`src/rtl/ctrl_pkg.sv`:
```
// Shared types and encodings for the control pipeline: the decoder's control
// bundle, the bubble value, ALUOp encodings and forwarding-select encodings.
package ctrl_pkg;

    typedef struct packed {
        logic       branch;
        logic       mem_read;
        logic       memto_reg;
        logic       mem_write;
        logic       alu_src;
        logic       reg_write;
        logic [1:0] alu_op;
    } ctrl_t;

    localparam ctrl_t BUBBLE = '0;

    localparam logic [1:0] ALUOP_ADD   = 2'b00;
    localparam logic [1:0] ALUOP_BR    = 2'b01;
    localparam logic [1:0] ALUOP_RTYPE = 2'b10;

    typedef enum logic [1:0] {
        FWD_RF  = 2'b00,
        FWD_WB  = 2'b01,
        FWD_MEM = 2'b10
    } fwd_t;

    // An instruction reads rs2 unless it is an immediate ALU op; stores and
    // branches read it even though they set alu_src or compare directly.
    function automatic logic uses_rs2(input ctrl_t c);
        return !c.alu_src || c.mem_write || c.branch;
    endfunction

endpackage

```
`src/rtl/forwarding_unit.sv`:
```
// EX-stage operand forwarding selects, purely combinational from the
// MEM and WB stage registers. The younger (MEM) producer wins.
module forwarding_unit
    import ctrl_pkg::*;
#(
    parameter int REG_ADDR_W = 5
) (
    input  logic [REG_ADDR_W-1:0] ex_rs1,
    input  logic [REG_ADDR_W-1:0] ex_rs2,
    input  logic                  mem_reg_write,
    input  logic [REG_ADDR_W-1:0] mem_rd,
    input  logic                  wb_reg_write,
    input  logic [REG_ADDR_W-1:0] wb_rd,
    output logic [1:0]            forward_a,
    output logic [1:0]            forward_b
);

    // x0 is hard-wired to zero, so a write to it must never be forwarded.
    function automatic fwd_t select(
        input logic [REG_ADDR_W-1:0] rs,
        input logic                  m_we,
        input logic [REG_ADDR_W-1:0] m_rd,
        input logic                  w_we,
        input logic [REG_ADDR_W-1:0] w_rd
    );
        if (m_we && (m_rd != '0) && (m_rd == rs)) begin
            return FWD_MEM;
        end
        if (w_we && (w_rd != '0) && (w_rd == rs)) begin
            return FWD_WB;
        end
        return FWD_RF;
    endfunction

    fwd_t sel_a;
    fwd_t sel_b;

    assign sel_a     = select(ex_rs1, mem_reg_write, mem_rd, wb_reg_write, wb_rd);
    assign sel_b     = select(ex_rs2, mem_reg_write, mem_rd, wb_reg_write, wb_rd);
    assign forward_a = sel_a;
    assign forward_b = sel_b;

endmodule

```
`src/rtl/control_pipeline.sv`:
```
// Carries the decoder's control bundle through ID/EX, EX/MEM and MEM/WB,
// and generates load-use stalls, branch flushes and EX forwarding selects.
module control_pipeline
    import ctrl_pkg::*;
#(
    parameter int REG_ADDR_W = 5
) (
    input  logic                  clk,
    input  logic                  reset,
    input  logic                  id_valid,
    input  logic                  id_branch,
    input  logic                  id_mem_read,
    input  logic                  id_memto_reg,
    input  logic                  id_mem_write,
    input  logic                  id_alu_src,
    input  logic                  id_reg_write,
    input  logic [1:0]            id_alu_op,
    input  logic [REG_ADDR_W-1:0] id_rs1,
    input  logic [REG_ADDR_W-1:0] id_rs2,
    input  logic [REG_ADDR_W-1:0] id_rd,
    input  logic                  branch_taken,
    output logic                  pc_write,
    output logic                  ifid_write,
    output logic                  ifid_flush,
    output logic                  ex_alu_src,
    output logic [1:0]            ex_alu_op,
    output logic [REG_ADDR_W-1:0] ex_rs1,
    output logic [REG_ADDR_W-1:0] ex_rs2,
    output logic [REG_ADDR_W-1:0] ex_rd,
    output logic [1:0]            forward_a,
    output logic [1:0]            forward_b,
    output logic                  mem_branch,
    output logic                  mem_mem_read,
    output logic                  mem_mem_write,
    output logic [REG_ADDR_W-1:0] mem_rd,
    output logic                  wb_reg_write,
    output logic                  wb_memto_reg,
    output logic [REG_ADDR_W-1:0] wb_rd
);

    typedef struct packed {
        ctrl_t                 ctrl;
        logic [REG_ADDR_W-1:0] rs1;
        logic [REG_ADDR_W-1:0] rs2;
        logic [REG_ADDR_W-1:0] rd;
    } ex_stage_t;

    typedef struct packed {
        ctrl_t                 ctrl;
        logic [REG_ADDR_W-1:0] rd;
    } late_stage_t;

    ex_stage_t   ex_q,  ex_d;
    late_stage_t mem_q, mem_d;
    late_stage_t wb_q,  wb_d;

    ctrl_t id_ctrl;
    logic  load_use;
    logic  stall;
    logic  flush;

    // NOTE: every variable written in always_comb gets a default first, so no
    // path leaves it unassigned and no latch is inferred.
    always_comb begin
        id_ctrl           = BUBBLE;
        id_ctrl.branch    = id_branch;
        id_ctrl.mem_read  = id_mem_read;
        id_ctrl.memto_reg = id_memto_reg & id_reg_write;
        id_ctrl.mem_write = id_mem_write;
        id_ctrl.alu_src   = id_alu_src;
        id_ctrl.reg_write = id_reg_write;
        id_ctrl.alu_op    = id_alu_op;
    end

    // A load in EX whose result the ID instruction needs next cycle.
    assign load_use = id_valid && ex_q.ctrl.mem_read && (ex_q.rd != '0) &&
                      ((ex_q.rd == id_rs1) ||
                       (uses_rs2(id_ctrl) && (ex_q.rd == id_rs2)));

    // A taken branch makes the ID instruction wrong-path, so it cannot stall.
    assign flush = branch_taken;
    assign stall = load_use && !flush;

    assign pc_write   = !stall;
    assign ifid_write = !stall;
    assign ifid_flush = flush;

    always_comb begin
        ex_d  = '0;
        mem_d = '0;
        wb_d  = '0;

        if (id_valid && !stall && !flush) begin
            ex_d.ctrl = id_ctrl;
            ex_d.rs1  = id_rs1;
            ex_d.rs2  = id_rs2;
            ex_d.rd   = id_rd;
        end

        if (!flush) begin
            mem_d.ctrl = ex_q.ctrl;
            mem_d.rd   = ex_q.rd;
        end

        // The branch itself sits in MEM when taken and retires normally.
        wb_d = mem_q;
    end

    // NOTE: state registers use non-blocking assignments so every stage
    // samples the pre-edge value of its predecessor.
    always_ff @(posedge clk or posedge reset) begin
        if (reset) begin
            ex_q  <= '0;
            mem_q <= '0;
            wb_q  <= '0;
        end else begin
            ex_q  <= ex_d;
            mem_q <= mem_d;
            wb_q  <= wb_d;
        end
    end

    forwarding_unit #(
        .REG_ADDR_W (REG_ADDR_W)
    ) u_forwarding_unit (
        .ex_rs1        (ex_q.rs1),
        .ex_rs2        (ex_q.rs2),
        .mem_reg_write (mem_q.ctrl.reg_write),
        .mem_rd        (mem_q.rd),
        .wb_reg_write  (wb_q.ctrl.reg_write),
        .wb_rd         (wb_q.rd),
        .forward_a     (forward_a),
        .forward_b     (forward_b)
    );

    assign ex_alu_src    = ex_q.ctrl.alu_src;
    assign ex_alu_op     = ex_q.ctrl.alu_op;
    assign ex_rs1        = ex_q.rs1;
    assign ex_rs2        = ex_q.rs2;
    assign ex_rd         = ex_q.rd;

    assign mem_branch    = mem_q.ctrl.branch;
    assign mem_mem_read  = mem_q.ctrl.mem_read;
    assign mem_mem_write = mem_q.ctrl.mem_write;
    assign mem_rd        = mem_q.rd;

    assign wb_reg_write  = wb_q.ctrl.reg_write;
    assign wb_memto_reg  = wb_q.ctrl.memto_reg;
    assign wb_rd         = wb_q.rd;

    // EX/MEM-only bits of the retired bundle have no consumer in WB.
    logic unused_wb_bits;
    assign unused_wb_bits = ^{wb_q.ctrl.branch, wb_q.ctrl.mem_read,
                              wb_q.ctrl.mem_write, wb_q.ctrl.alu_src,
                              wb_q.ctrl.alu_op};

endmodule
```
`config.mk`:
```
export PLATFORM = sky130hd
export DESIGN_NAME = control_pipeline
export DESIGN_NICKNAME = d
export VERILOG_FILES = /design/src/rtl/ctrl_pkg.sv /design/src/rtl/forwarding_unit.sv /design/src/rtl/control_pipeline.sv
export SDC_FILE = /design/constraint.sdc
export NUM_CORES = 1
export LEC_CHECK = 0
export ABC_AREA = 1
export BUFFER_PORTS_ARGS = -buffer_cell sky130_fd_sc_hd__buf_4
export CAP_MARGIN = 5
export CORE_MARGIN = 10
export CORE_UTILIZATION = 50
export DETAILED_ROUTE_END_ITERATION = 8
export GPL_ROUTABILITY_DRIVEN = 0
export PLACE_DENSITY = 0.81
export SETUP_SLACK_MARGIN = 0.5
export SLEW_MARGIN = 20
export SYNTH_ARGS = -nofsm -noshare
export SYNTH_HDL_FRONTEND = slang
export SYNTH_HIERARCHICAL = 1
export SYNTH_SLANG_ARGS = --single-unit
```
`constraint.sdc`:
```
create_clock -name clk -period 1.4 [get_ports clk]
set_input_delay 0.21 -clock clk [delete_from_list [all_inputs] [get_ports clk]]
set_output_delay 0.21 -clock clk [all_outputs]
set_load 0.01 [all_outputs]
```
==> metrics.txt <==
outcome=complete, but fails checks; violated checks=negative hold slack, negative setup slack; area occupied by multi-input gates=888 µm²; Placed Instances=349; CTS max path bufs=2; worst vdd ir=692 µV; Fin Hold WS=-0.0738 ns; area post-placement=2400 µm²; Vert. Die Dim=83.6 µm; n_diodes=0; post-synth net total=286; Starting Density=51.0%; Psw=0.663 mW; sequential share of power=51.1%; Yosys warning count=6; Seq/Total Area, Yosys=49.4%; drt first-iter violations=57; fin nets=357; largest net degree at the start of global routing=23; # H-tree levels=2; combinational fraction of design power=19.6%; clock sink total=40; Final WS setup=-0.275 ns; critical path launch point type=register; Routed Antenna Nets=0; crit path cell chain=inv_2 > nand2_1 > nand2_1 > nor2_1 > nand3_1 > nand2_2 > nand2_4 > buf_4; final setup vio count=30; Ports=67; drc violations=0; ratio of final minimum period to clock period=120%; Clock Latency Late Sink=0.29 ns; clock skew=0.00633 ns; worst hold path class=in -> async; fin crit period=1.67 ns; CP required=1.19 ns; storage element area=1020 µm²; Final Non-Filler Cells=380; critical path peak fanout=5; Worst-path clk slew=0.07 ns; DRT Wirelength=5970 µm; Fillers=265; Crit. End Element=output pin; commonest non-fill, non-tap cell in the layout=nand2_1; pwr dens=780 nW/µm²; Syn-to-layout area delta=53.6%; worst stage delay on the critical path=0.46 ns; GR Util All Layers=13.6%; Synth cell types=16; Worst EP arrival=1.46 ns; FF-to-FF path depth=11; vias in the first global route=1767; Remaining Overflow, GRT=0; top area cells in the synthesized netlist=dfrtp_1, nand2_1, nor2_1; final hold violation count=18; Yosys reg bits=40; Final Power=2.43 mW; Synth Area per Inst=7.82 µm²; CP most frequent cell=nand2_1; share of cells above drive strength 1=50.3%; HPWL Detailed=3390 µm; most frequent cells in the layout=nand2_1, buf_6, inv_1; post-synth top area share=49.4%; post-route cell area=3110 µm²; Levels on crit path=8; Core Region=3970 µm²; clock power share=29.3%; die area=6990 µm²; buffers added on ports=66; Bufs and invs on worst path=2; P_leak=1.62 nW; CTS tree=yes; clk root buf=clkbuf_8; number of buffers created by CTS=5; first-pass GRT wire length=7880 µm; Slew Limit Fails=0; RSZ-0062 raised after global routing=true; CP delay by family, top=simple AND/OR/NAND/NOR gates; Crit-path slowest cell=dfrtp_2; Cells after Synth=259; routed length per instance=15.7 µm; row count=23; Switching Share=27.3%; Yosys top cell by area=dfrtp_1; Slew headroom=9.04%; DR vias=1816; Tightest Pin Transition=1.36 ns; maxcap violations=0; Die Wd=83.6 µm; Int Pwr=1.76 mW; fmax=0.597 GHz; First-pass DRT Iterations=4; post-DR vias/cell=4.78; area of the mapped netlist=2020 µm²; antenna violations before repair=0; critical path class=reg -> out
-- power groups by stage --
stage / sequential, mW / clock [mW] / combinational (mW)
after floorplan: 1.25 / 0 / 0.208
after global placement: 1.25 / 0 / 0.317
after detailed placement: 1.25 / 0 / 0.322
after CTS: 1.23 / 0.717 / 0.385
after global routing: 1.25 / 0.775 / 0.515
final: 1.24 / 0.710 / 0.477
-- synthesized netlist by cell type (all sizes together) --
master / n
nor3: 1
o21ai: 1
xor2: 4
clkbuf: 1
buf: 26
nand3: 9
nor2: 55
nand2: 64
nand4: 1
xnor2: 7
dfrtp: 40
inv: 50
-- metal layers --
layer	routed length [µm]	share of wire (%)	vias to the layer above	track usage [%]
li1	-	-	867	-
met1	2030	34	843	13.1
met2	3210	54	83	24.0
met3	493	8.3	23	6.35
met4	236	4.0	0	6.09
met5	0	0	-	0
-- cell families (layout without fill, tap and decap cells) --
kind of cell	count (synthesis)	after routing	share of synthesized area (%)
simple gates	130	133	25.6
buf+inv	77	145	20.0
xor+xnor	11	11	4.76
flops	40	40	49.4
compound gates	1	1	0.247
-- final cells by class --
| class | count | share of cell area, % |
|---|---|---|
| clock buffer | 6 | 2.33 |
| sequential | 40 | 32.8 |
| multi-input combinational | 145 | 28.6 |
| tap | 50 | 2.01 |
| clock inverter | 1 | 0.161 |
| inverter | 50 | 6.15 |
| timing repair buffer | 88 | 28.0 |
-- worst paths after layout --
path,slack (ns),to,start
max,-0.27,ifid_write,ex_rd[2]
min,-0.07,ex_q[17],reset
max reg2reg,-0.18,ex_rd[0],ex_rd[2]
min reg2reg,0.35,wb_memto_reg,mem_q[10]
max in group asynchronous,1.03,mem_rd[3],reset
min in group clk,0.14,ex_alu_op[1],id_alu_op[1]
-- metrics by stage --
| step | worst slack (ns) | util [%] | setup TNS, ns | hold WS (ns) |
|---|---|---|---|---|
| finish | -0.275 | 78.3 | -4.91 | -0.0738 |
| floorplan | 0.182 | - | 0 | 0.189 |
| global placement | 0.0706 | 60.4 | 0 | 0.238 |
| detailed placement | 0.0477 | 60.4 | 0 | 0.241 |
| CTS | -0.243 | 70.4 | -1.29 | -0.0693 |
| global route | -0.367 | 78.3 | -7.51 | -0.0487 |
-- worst reg2reg max path, stage by stage, from the launching register on --
cell	delay (ns)
dfrtp_2	0.46
inv_2	0.08
nand2_1	0.07
nand2_1	0.05
nor2_1	0.11
nand3_1	0.10
nand2_2	0.10
nand2_4	0.07
buf_6	0.12
buf_12	0.14
nand2_8	0.12
nor2_4	0.05
-- timing repair --
action | in CTS | in global routing
gates cloned | 2 | 1
pin swaps | 7 | 12
setup buffers | 14 | 7
gates resized for setup | 52 | 76
hold endpoints to repair | 18 | 18
endpoints found under the setup margin | 62 | 63
Note: power is estimated with default switching activity, not from simulation.
